## src/rtl/gray_bus_pkg.sv

```systemverilog
// Shared constants and helpers for the Gray-coded bus scheduler.
package gray_bus_pkg;

  localparam int unsigned DEF_W    = 8;
  localparam int unsigned DEF_NREQ = 4;
  localparam int unsigned DEF_CNTW = 16;
  localparam int unsigned DEF_IDW  = $clog2(DEF_NREQ);
  localparam int unsigned PCW      = $clog2(DEF_W + 1);

  // Number of set bits in one bus word.
  function automatic logic [PCW-1:0] popcount(input logic [DEF_W-1:0] x);
    logic [PCW-1:0] n;
    n = '0;
    for (int unsigned i = 0; i < DEF_W; i++) n = n + PCW'(x[i]);
    return n;
  endfunction

endpackage

```

## src/rtl/gray_bus_scheduler_if.sv

```systemverilog
// Requester, link-feedback and receiver signals of the bus scheduler.
interface gray_bus_scheduler_if
  import gray_bus_pkg::*;
#(
  parameter int unsigned W    = DEF_W,
  parameter int unsigned NREQ = DEF_NREQ,
  parameter int unsigned CNTW = DEF_CNTW
) ();

  localparam int unsigned IDW = $clog2(NREQ);

  logic [NREQ-1:0]   req;
  logic [NREQ*W-1:0] data;
  logic              pause;
  logic [NREQ-1:0]   gnt;
  logic [W-1:0]      enc_a;
  logic [W-1:0]      enc_b;
  logic [W-1:0]      dec_c;
  logic              rx_valid;
  logic [IDW-1:0]    rx_id;
  logic [W-1:0]      rx_data;
  logic              clr_cnt;
  logic [CNTW-1:0]   toggle_cnt;

  modport master (
    output req, data, pause, enc_b, dec_c, clr_cnt,
    input  gnt, enc_a, rx_valid, rx_id, rx_data, toggle_cnt
  );

  modport slave (
    input  req, data, pause, enc_b, dec_c, clr_cnt,
    output gnt, enc_a, rx_valid, rx_id, rx_data, toggle_cnt
  );

endinterface

```

## src/rtl/rr_arbiter.sv

```systemverilog
// Combinational round-robin arbiter: first set request at or after ptr wins.
module rr_arbiter #(
  parameter int unsigned NREQ = 4,
  parameter int unsigned IDW  = $clog2(NREQ)
) (
  input  logic            en,
  input  logic [NREQ-1:0] req,
  input  logic [IDW-1:0]  ptr,
  output logic [NREQ-1:0] gnt,
  output logic [IDW-1:0]  win
);

  logic        found;
  int unsigned idx;

  always_comb begin
    gnt   = '0;
    win   = '0;
    found = 1'b0;
    idx   = 0;
    for (int unsigned k = 0; k < NREQ; k++) begin
      idx = 32'(ptr) + k;
      if (idx >= NREQ) idx = idx - NREQ;
      if (en && !found && req[idx]) begin
        found    = 1'b1;
        gnt[idx] = 1'b1;
        win      = IDW'(idx);
      end
    end
  end

endmodule

```

## src/rtl/gray_bus_scheduler.sv

```systemverilog
// Round-robin scheduler sharing one Gray-coded bus link, with tag return and toggle count.
module gray_bus_scheduler
  import gray_bus_pkg::*;
#(
  parameter int unsigned W    = DEF_W,
  parameter int unsigned NREQ = DEF_NREQ,
  parameter int unsigned CNTW = DEF_CNTW
) (
  input logic                ck,
  input logic                rst,
  gray_bus_scheduler_if.slave bus
);

  localparam int unsigned IDW = $clog2(NREQ);
  localparam int unsigned SW  = CNTW + 1;

  logic [IDW-1:0]  ptr_q, win, ptr_nxt;
  logic            issue;
  logic [W-1:0]    word_sel;
  logic [W-1:0]    enc_a_q, enc_b_q;
  logic            v1_q, v2_q, v3_q;
  logic [IDW-1:0]  id1_q, id2_q, id3_q;
  logic [CNTW-1:0] cnt_q, cnt_nxt;
  logic [SW-1:0]   cnt_sum;

  // Grants are suppressed during reset and while paused.
  rr_arbiter #(.NREQ(NREQ), .IDW(IDW)) u_arb (
    .en  (rst & ~bus.pause),
    .req (bus.req),
    .ptr (ptr_q),
    .gnt (bus.gnt),
    .win (win)
  );

  assign issue    = |bus.gnt;
  assign word_sel = bus.data[win*W +: W];
  assign ptr_nxt  = (win == IDW'(NREQ - 1)) ? '0 : IDW'(win + IDW'(1));

  // Saturating toggle accumulation; clear wins over the increment.
  always_comb begin
    cnt_sum = SW'(cnt_q) + SW'(popcount(DEF_W'(bus.enc_b ^ enc_b_q)));
    cnt_nxt = cnt_sum[CNTW] ? '1 : cnt_sum[CNTW-1:0];
    if (bus.clr_cnt) cnt_nxt = '0;
  end

  always_ff @(posedge ck or negedge rst) begin
    if (!rst) begin
      enc_a_q <= '0;
      ptr_q   <= '0;
      v1_q    <= 1'b0;
      v2_q    <= 1'b0;
      v3_q    <= 1'b0;
      id1_q   <= '0;
      id2_q   <= '0;
      id3_q   <= '0;
      enc_b_q <= '0;
      cnt_q   <= '0;
    end else begin
      if (issue) begin
        enc_a_q <= word_sel;
        ptr_q   <= ptr_nxt;
      end
      v1_q    <= issue;
      id1_q   <= win;
      v2_q    <= v1_q;
      id2_q   <= id1_q;
      v3_q    <= v2_q;
      id3_q   <= id2_q;
      enc_b_q <= bus.enc_b;
      cnt_q   <= cnt_nxt;
    end
  end

  assign bus.enc_a      = enc_a_q;
  assign bus.rx_valid   = v3_q;
  assign bus.rx_id      = id3_q;
  assign bus.rx_data    = bus.dec_c;
  assign bus.toggle_cnt = cnt_q;

endmodule

```

## src/flat_wrapper.sv

```systemverilog
// flat-port wrapper written by rule: the top's interface ports become plain ports
module gray_bus_scheduler_flat import gray_bus_pkg::*;
#(
  parameter int unsigned W    = DEF_W,
  parameter int unsigned NREQ = DEF_NREQ,
  parameter int unsigned CNTW = DEF_CNTW
)
  (ck, rst, bus_req, bus_data, bus_pause, bus_enc_b, bus_dec_c, bus_clr_cnt, bus_gnt, bus_enc_a, bus_rx_valid, bus_rx_id, bus_rx_data, bus_toggle_cnt);
  gray_bus_scheduler_if #(.W(W), .NREQ(NREQ), .CNTW(CNTW)) bus_i ();
  input logic ck;
  input logic rst;
  input wire logic [$bits(bus_i.req)-1:0] bus_req;
  input wire logic [$bits(bus_i.data)-1:0] bus_data;
  input wire logic [$bits(bus_i.pause)-1:0] bus_pause;
  input wire logic [$bits(bus_i.enc_b)-1:0] bus_enc_b;
  input wire logic [$bits(bus_i.dec_c)-1:0] bus_dec_c;
  input wire logic [$bits(bus_i.clr_cnt)-1:0] bus_clr_cnt;
  output wire logic [$bits(bus_i.gnt)-1:0] bus_gnt;
  output wire logic [$bits(bus_i.enc_a)-1:0] bus_enc_a;
  output wire logic [$bits(bus_i.rx_valid)-1:0] bus_rx_valid;
  output wire logic [$bits(bus_i.rx_id)-1:0] bus_rx_id;
  output wire logic [$bits(bus_i.rx_data)-1:0] bus_rx_data;
  output wire logic [$bits(bus_i.toggle_cnt)-1:0] bus_toggle_cnt;
  assign bus_i.req = bus_req;
  assign bus_i.data = bus_data;
  assign bus_i.pause = bus_pause;
  assign bus_i.enc_b = bus_enc_b;
  assign bus_i.dec_c = bus_dec_c;
  assign bus_i.clr_cnt = bus_clr_cnt;
  assign bus_gnt = bus_i.gnt;
  assign bus_enc_a = bus_i.enc_a;
  assign bus_rx_valid = bus_i.rx_valid;
  assign bus_rx_id = bus_i.rx_id;
  assign bus_rx_data = bus_i.rx_data;
  assign bus_toggle_cnt = bus_i.toggle_cnt;
  gray_bus_scheduler #(.W(W), .NREQ(NREQ), .CNTW(CNTW)) u_core (.ck(ck), .rst(rst), .bus(bus_i));
endmodule
```

## config.mk

```make
export PLATFORM = sky130hd
export DESIGN_NAME = gray_bus_scheduler_flat
export DESIGN_NICKNAME = d
export VERILOG_FILES = /design/src/rtl/gray_bus_pkg.sv /design/src/rtl/gray_bus_scheduler_if.sv /design/src/rtl/rr_arbiter.sv /design/src/rtl/gray_bus_scheduler.sv /design/src/flat_wrapper.sv
export SDC_FILE = /design/constraint.sdc
export NUM_CORES = 1
export LEC_CHECK = 0
export CORE_MARGIN = 10
export CORE_UTILIZATION = 40
export DETAILED_ROUTE_END_ITERATION = 8
export GPL_ROUTABILITY_DRIVEN = 0
export MAX_ROUTING_LAYER = met4
export PLACE_DENSITY_LB_ADDON = 0.3
export SLEW_MARGIN = 0
export SYNTH_ARGS = -nofsm -noshare
export SYNTH_HDL_FRONTEND = slang
export SYNTH_HIERARCHICAL = 1
export SYNTH_SLANG_ARGS = --single-unit
```

## constraint.sdc

```tcl
create_clock -name ck -period 4.7 [get_ports ck]
set_input_delay 0.94 -clock ck [delete_from_list [all_inputs] [get_ports ck]]
set_output_delay 0.94 -clock ck [all_outputs]
set_load 0.005 [all_outputs]
```

==> metrics, run 1 <==
register area 0.00108 mm^2; largest family of logic cells by synthesized area multiplexers; Die Area 0.0106 mm^2; P_sw 0.629 mW; CTS clk-pin slew, worst paths 0.08 ns; clk root buf clkbuf_8; IR drop worst, VDD 0.317 mV; first-pass GRT wire length 10100 um; ys flop type dfrtp_1; Setup Skew 0.0112 ns; Setup CP Type in -> reg; DRT Pass-1 Iters 4; Highest Clock Rate 0.221 GHz; top-count cell post-synth dfrtp_1; Starting Density 0.408; leading post-synthesis cells by cell area dfrtp_1 (39%), mux4_2 (9.9%), ha_1 (6.4%); core area 0.00672 mm^2; met1 Track Usage GR 0.148; Synth Area in XOR/XNOR 0.0543; antenna fix cells 0; Final Cycle Share 0.964; Multi-input gate area 0.00152 mm^2; DRT iter0 DRCs 42; simple-gate share of the synthesized area 0.100; clock buffer depth 2; placed cell areas 0.00353 mm^2; final-report hold violation count 0; Pwr Density 467 mW/mm^2; final wirelength 6220 um; number of synthesized flops with an enable pin 0; Sw Share 0.364; worst slew pin tran 0.663 ns; synthesized area 0.00274 mm^2; vias 2058; Num CTS Buffers 5; Data arrival, critical path 4.74 ns; required time of the critical path 4.91 ns; RSZ-0062 raised after global routing false; met2 Track Usage GR 0.195; Nets 382; ratio of cells with drive above 1 in the final layout 0.195; Routed WL per cell 16.0 um; Logic pwr share 0.566; H-Tree Depth 2; Synth Net Count 306; Die Width 103 um; Tmin final 4.53 ns; GR Overflow Total 0; number of I/O pins 95; vias per cell 5.30; clock latency on the worst-skew pair 0.30 ns; initial antenna violation count 0; total track usage 0.123; syn_area_per_cell 11.9 um^2; Cells after Synth 231; DP Wirelength 4780 um; Setup crit end kind flop; post-synth top area share 0.393; Power Total 1.73 mW; Synth Area in Compound Gates 0.122; input/output buffers 78; Hold/Removal Path Class reg -> reg; clk sink count 43; Synth async-reset ratio 1.00; status complete, no violations; Synth top cells by count dfrtp_1 (43), a21oi_1 (15), ha_1 (14), nand2_1 (14); Antenna Violating Nets Remaining 0; DRC violations left 0; max cap viols 0; vias in the first global route 2110; mux contribution to synthesized area 0.161; P&R area growth vs syn 34.8%; met3 Use GR 0.0382; crit path max fanout 2; max-slew violation count 0; clock share of power 0.136; # setup viols final 0; FILL cells 601; Die Y 103 um; flops & latches, synth 43; Leak 1.53 nW; Max-Slew Margin vs Limit 0.557; largest net degree at the start of global routing 44; Seq pwr share 0.298; GRT busiest layer met2; hold buffer count at cts 0; register area share after synthesis 0.393; Yosys top cell by area dfrtp_1; Synth warnings 6; CTS tree done; Synth Area in Adders 0.100; post-synth cell types 51; crit start category input port; Internal 1.10 mW; Finished Cell Area 0.00369 mm^2; row cnt 30
power by group through the flow:
stage / clock, mW / combinational, mW / sequential, mW
after floorplan: 0 / 0.683 / 0.516
after global placement: 0 / 0.965 / 0.519
after detailed placement: 0 / 0.979 / 0.524
after CTS: 0.246 / 0.983 / 0.516
after global routing: 0.263 / 1.09 / 0.526
final: 0.235 / 0.977 / 0.514
routing by layer:
layer	part of all wire	wire length (um)	vias to the layer above
met4	0.012	76	0
met1	0.43	2690	1007
li1	-	-	979
met2	0.48	2990	66
met3	0.074	462	6
met5	0	0	-
critical path, stage by stage:
cell and delay, ns:
clkdlybuf4s50_1 0.50, xor2_1 0.21, fa_1 0.46, fa_1 0.55, inv_1 0.05, fa_1 0.50
fa_2 0.40, inv_1 0.07, fa_2 0.20, nand3_2 0.11, a21boi_4 0.21, nand4_1 0.16
buf_4 0.18, a211oi_2 0.19
through the flow:
| step | hold WS, ns | utilization | instances | TNS [ns] | worst slack [ns] |
|---|---|---|---|---|---|
| 2_1_floorplan | 0.331 | - | 231 | 0 | 0.535 |
| 4_1_cts | 0.354 | 0.539 | 385 | 0 | 0.100 |
| 3_5_place_dp | 0.335 | 0.526 | 377 | -2.68 | -0.200 |
| 6_report | 0.351 | 0.550 | 388 | 0 | 0.168 |
| 3_3_place_gp | 0.331 | 0.526 | 377 | -1.48 | -0.118 |
| 5_1_grt | 0.363 | 0.550 | 388 | 0 | 0.0170 |
area by class of cell:
class | instances | area share
Multi-Input combinational cell | 157 | 0.412
Inverter | 12 | 0.0122
Sequential cell | 43 | 0.291
Timing Repair Buffer | 88 | 0.234
Tap cell | 80 | 0.0271
Clock inverter | 3 | 0.00542
Clock buffer | 5 | 0.0186
sequential cells by signal, indices dropped and copies added, names as in the netlist:
name                   cells
u_core/bus.toggle_cnt     16
u_core/bus.enc_a           8
u_core/enc_b_q             8
u_core/bus.rx_id           2
u_core/id1_q               2
u_core/id2_q               2
u_core/ptr_q               2
u_core/bus.rx_valid        1
u_core/v1_q                1
u_core/v2_q                1
layout by cell type (no fill, tap or decap), types with 7 or more instances in the layout:
cell type / netlist / final
a21oi_1: 15 / 14
inv_1: 12 / 12
clkdlybuf4s50_1: 0 / 77
ha_1: 14 / 14
mux4_2: 12 / 12
dfrtp_1: 43 / 43
xor2_1: 11 / 11
buf_4: 8 / 9
mux2i_1: 7 / 7
nand2_1: 14 / 14
mux2_2: 9 / 9
repair_timing:
action | 4_1_cts | 5_1_grt
setup endpoints to repair | 0 | 14
resized for setup | 0 | 7
setup buffers | 0 | 2
logic make-up after synthesis:
logic type      after synthesis
mux                          28
compound gates               46
xor+xnor                     17
simple gates                 46
flops                        43
buf+inv                      32
fa+ha+maj                    19
path summary, 6_finish.rpt:
| check | slack [ns] | from | endpoint | cells after the start |
|---|---|---|---|---|
| max reg2reg | 0.92 | u_core/enc_b_q[3]$_DFF_PN0_ | u_core/bus.toggle_cnt[14]$_DFF_PN0_ | 13 |
| max | 0.17 | bus_enc_b[1] | u_core/bus.toggle_cnt[14]$_DFF_PN0_ | 14 |
| min reg2reg | 0.35 | u_core/id1_q[1]$_DFF_PN0_ | u_core/id2_q[1]$_DFF_PN0_ | 0 |
| min | 0.35 | u_core/id1_q[1]$_DFF_PN0_ | u_core/id2_q[1]$_DFF_PN0_ | 0 |
| max in group asynchronous | 3.57 | rst | u_core/bus.rx_id[1]$_DFF_PN0_ | 2 |
| min in group asynchronous | 0.74 | rst | u_core/bus.toggle_cnt[8]$_DFF_PN0_ | 2 |
Note: power is estimated with default switching activity, not from simulation.
==> inputs of run 2 (changes only) <==
- clock period: 4.7 -> 5.8 ns (I/O delays scaled with it)
==> run 2 against run 1 <==
  * Clock skew is 0.0014 ns lower
  * Via count decreased by 1.7%
  * Largest cell class unchanged
  * First-iteration DRC count increased by 52%
  * Power decreased by 18%
  * Critical endpoint is now u_core/bus.toggle_cnt[3]$_DFF_PN0_
  * Largest power group unchanged
  * Combinational power down 23%
  * Setup slack gained 0.79 ns
  * Non-clock buffer count down 7
==> metrics, run 2 (same netlist as run 1, synthesis figures left out) <==
clk sink count 43 (unchanged); Seq pwr share 0.305 (+0.007); required time of the critical path 6.00 ns (+1.09 ns); Final Cycle Share 0.835; Max-Slew Margin vs Limit 0.570 (+0.0132); clock buffer depth 2 (unchanged); Routed WL per cell 16.5 um (+2.9%); total track usage 0.122 (-0.00142); max cap viols 0 (unchanged); Logic pwr share 0.531 (-0.035); P&R area growth vs syn 31.6%; Setup Skew 0.00972 ns (-0.00144 ns); Sw Share 0.356 (-0.00862); ratio of cells with drive above 1 in the final layout 0.153 (-0.0415); final-report hold violation count 0 (unchanged); Starting Density 0.408 (unchanged); hold buffer count at cts 0 (unchanged); Highest Clock Rate 0.206 GHz; max reg flops 16 (unchanged); crit start category input port; initial antenna violation count 0 (unchanged); final wirelength 6270 um (+0.74%); Setup crit end kind flop; CTS clk-pin slew, worst paths 0.08 ns (about the same); H-Tree Depth 2 (unchanged); Die Width 103 um (unchanged); Antenna Violating Nets Remaining 0 (unchanged); first-pass GRT wire length 10000 um (-1.1%); Nets 374 (-2.1%); Die Area 0.0106 mm^2 (unchanged); P_sw 0.504 mW (-20%); clk root buf clkbuf_8; worst slew pin tran 0.643 ns (-0.0198 ns); Die Y 103 um (unchanged); Pwr Density 393 mW/mm^2 (-16%); post-CTS sizing 0 (unchanged); vias in the first global route 2087 (-1.1%); CTS tree done; Tmin final 4.84 ns; vias 2024 (-1.7%); antenna fix cells 0 (unchanged); max-slew violation count 0 (unchanged); Setup CP Type in -> reg; DRT iter0 DRCs 64 (+52%); clock latency on the worst-skew pair 0.30 ns (about the same); number of I/O pins 95 (unchanged); clock share of power 0.163 (+0.027); RSZ-0062 raised after global routing false; Leak 1.49 nW (-2.3%); DP Wirelength 4890 um (+2.2%); input/output buffers 78 (unchanged); GR Overflow Total 0 (unchanged); Hold/Removal Path Class reg -> reg; setup TNS 0 ns (unchanged); row cnt 30 (unchanged); most frequent cells in the layout clkdlybuf4s50_1 (77), dfrtp_1 (43), a21oi_1 (15); commonest non-fill, non-tap cell in the layout clkdlybuf4s50_1; status complete, no violations; DRC violations left 0 (unchanged); setup bufs post-CTS 0 (unchanged); DRT Pass-1 Iters 4 (unchanged); Num CTS Buffers 5 (unchanged); # setup viols final 0 (unchanged); Internal 0.914 mW (-17%); crit path max fanout 13 (+11); vias per cell 5.33 (+0.42%); core area 0.00672 mm^2 (unchanged); final core utilization 0.537 (-0.0128); Data arrival, critical path 5.05 ns (+0.31 ns); largest net degree at the start of global routing 44 (unchanged); IR drop worst, VDD 0.217 mV (-32%)
-- run 2: cell count changes in the layout (fill, tap and decap cells not counted), sizes merged --
| cell | previous run | this run |
|---|---|---|
| bufinv | 0 | 1 |
| nand4 | 5 | 4 |
| buf | 11 | 4 |
| clkinvlp | 2 | 0 |
| clkinv | 1 | 2 |
-- run 2: worst max-delay path, cell delays in order --
cell and delay, ns:
clkdlybuf4s50_1 0.49, xor2_1 0.21, fa_1 0.47, fa_1 0.55, inv_1 0.06, fa_1 0.50, fa_1 0.44, inv_1 0.08
fa_1 0.20, nand3_1 0.14, a21boi_4 0.24, nand4_4 0.27, a21oi_1 0.23
-- run 2: worst paths after layout --
| check | from | to | slack [ns] | cells past startpoint |
|---|---|---|---|---|
| max in group asynchronous | rst | u_core/ptr_q[0]$_DFFE_PN0P_ | 4.48 | 2 |
| min | u_core/id1_q[1]$_DFF_PN0_ | u_core/id2_q[1]$_DFF_PN0_ | 0.35 | 0 |
| min in group asynchronous | rst | u_core/enc_b_q[3]$_DFF_PN0_ | 0.95 | 2 |
| min reg2reg | u_core/id1_q[1]$_DFF_PN0_ | u_core/id2_q[1]$_DFF_PN0_ | 0.35 | 0 |
| max reg2reg | u_core/enc_b_q[1]$_DFF_PN0_ | u_core/bus.toggle_cnt[3]$_DFF_PN0_ | 1.94 | 12 |
| max | bus_enc_b[1] | u_core/bus.toggle_cnt[3]$_DFF_PN0_ | 0.96 | 13 |
-- run 2: layer usage --
metal	part of all wire	GRT usage
met1	0.43	0.144
met2	0.51	0.201
met3	0.062	0.0302
met4	0.0064	0.0353
met5	0	-
-- run 2: cell type report --
| cell class | instances | area [um^2] |
|---|---|---|
| clock buffers | 5 | 68.8 |
| well taps | 80 | 100 |
| flip-flops and latches | 43 | 1080 |
| inverters | 12 | 45.0 |
| clock inverters | 3 | 43.8 |
| fillers | 586 | 3110 |
| repair buffers | 81 | 798 |
| multi-input cells | 156 | 1480 |
-- run 2: metrics by stage --
| step | std cells | power, mW | cell area [um^2] | setup WS, ns | hold WS (ns) |
|---|---|---|---|---|---|
| 5_1_grt | 380 | 1.54 | 3610 | 0.743 | 0.359 |
| 2_1_floorplan | 231 | 0.972 | 2740 | 1.41 | 0.331 |
| 3_5_place_dp | 372 | 1.20 | 3490 | 0.644 | 0.335 |
| 3_3_place_gp | 372 | 1.18 | 3490 | 0.737 | 0.331 |
| 6_report | 380 | 1.42 | 3610 | 0.957 | 0.351 |
| 4_1_cts | 380 | 1.44 | 3610 | 0.942 | 0.352 |
-- run 2: power groups by stage --
stage	combinational, mW	clock (mW)	sequential (mW)
after floorplan	0.553	0	0.418
after global placement	0.749	0	0.435
after detailed placement	0.764	0	0.440
after CTS	0.766	0.239	0.435
after global routing	0.840	0.253	0.443
final	0.753	0.232	0.433
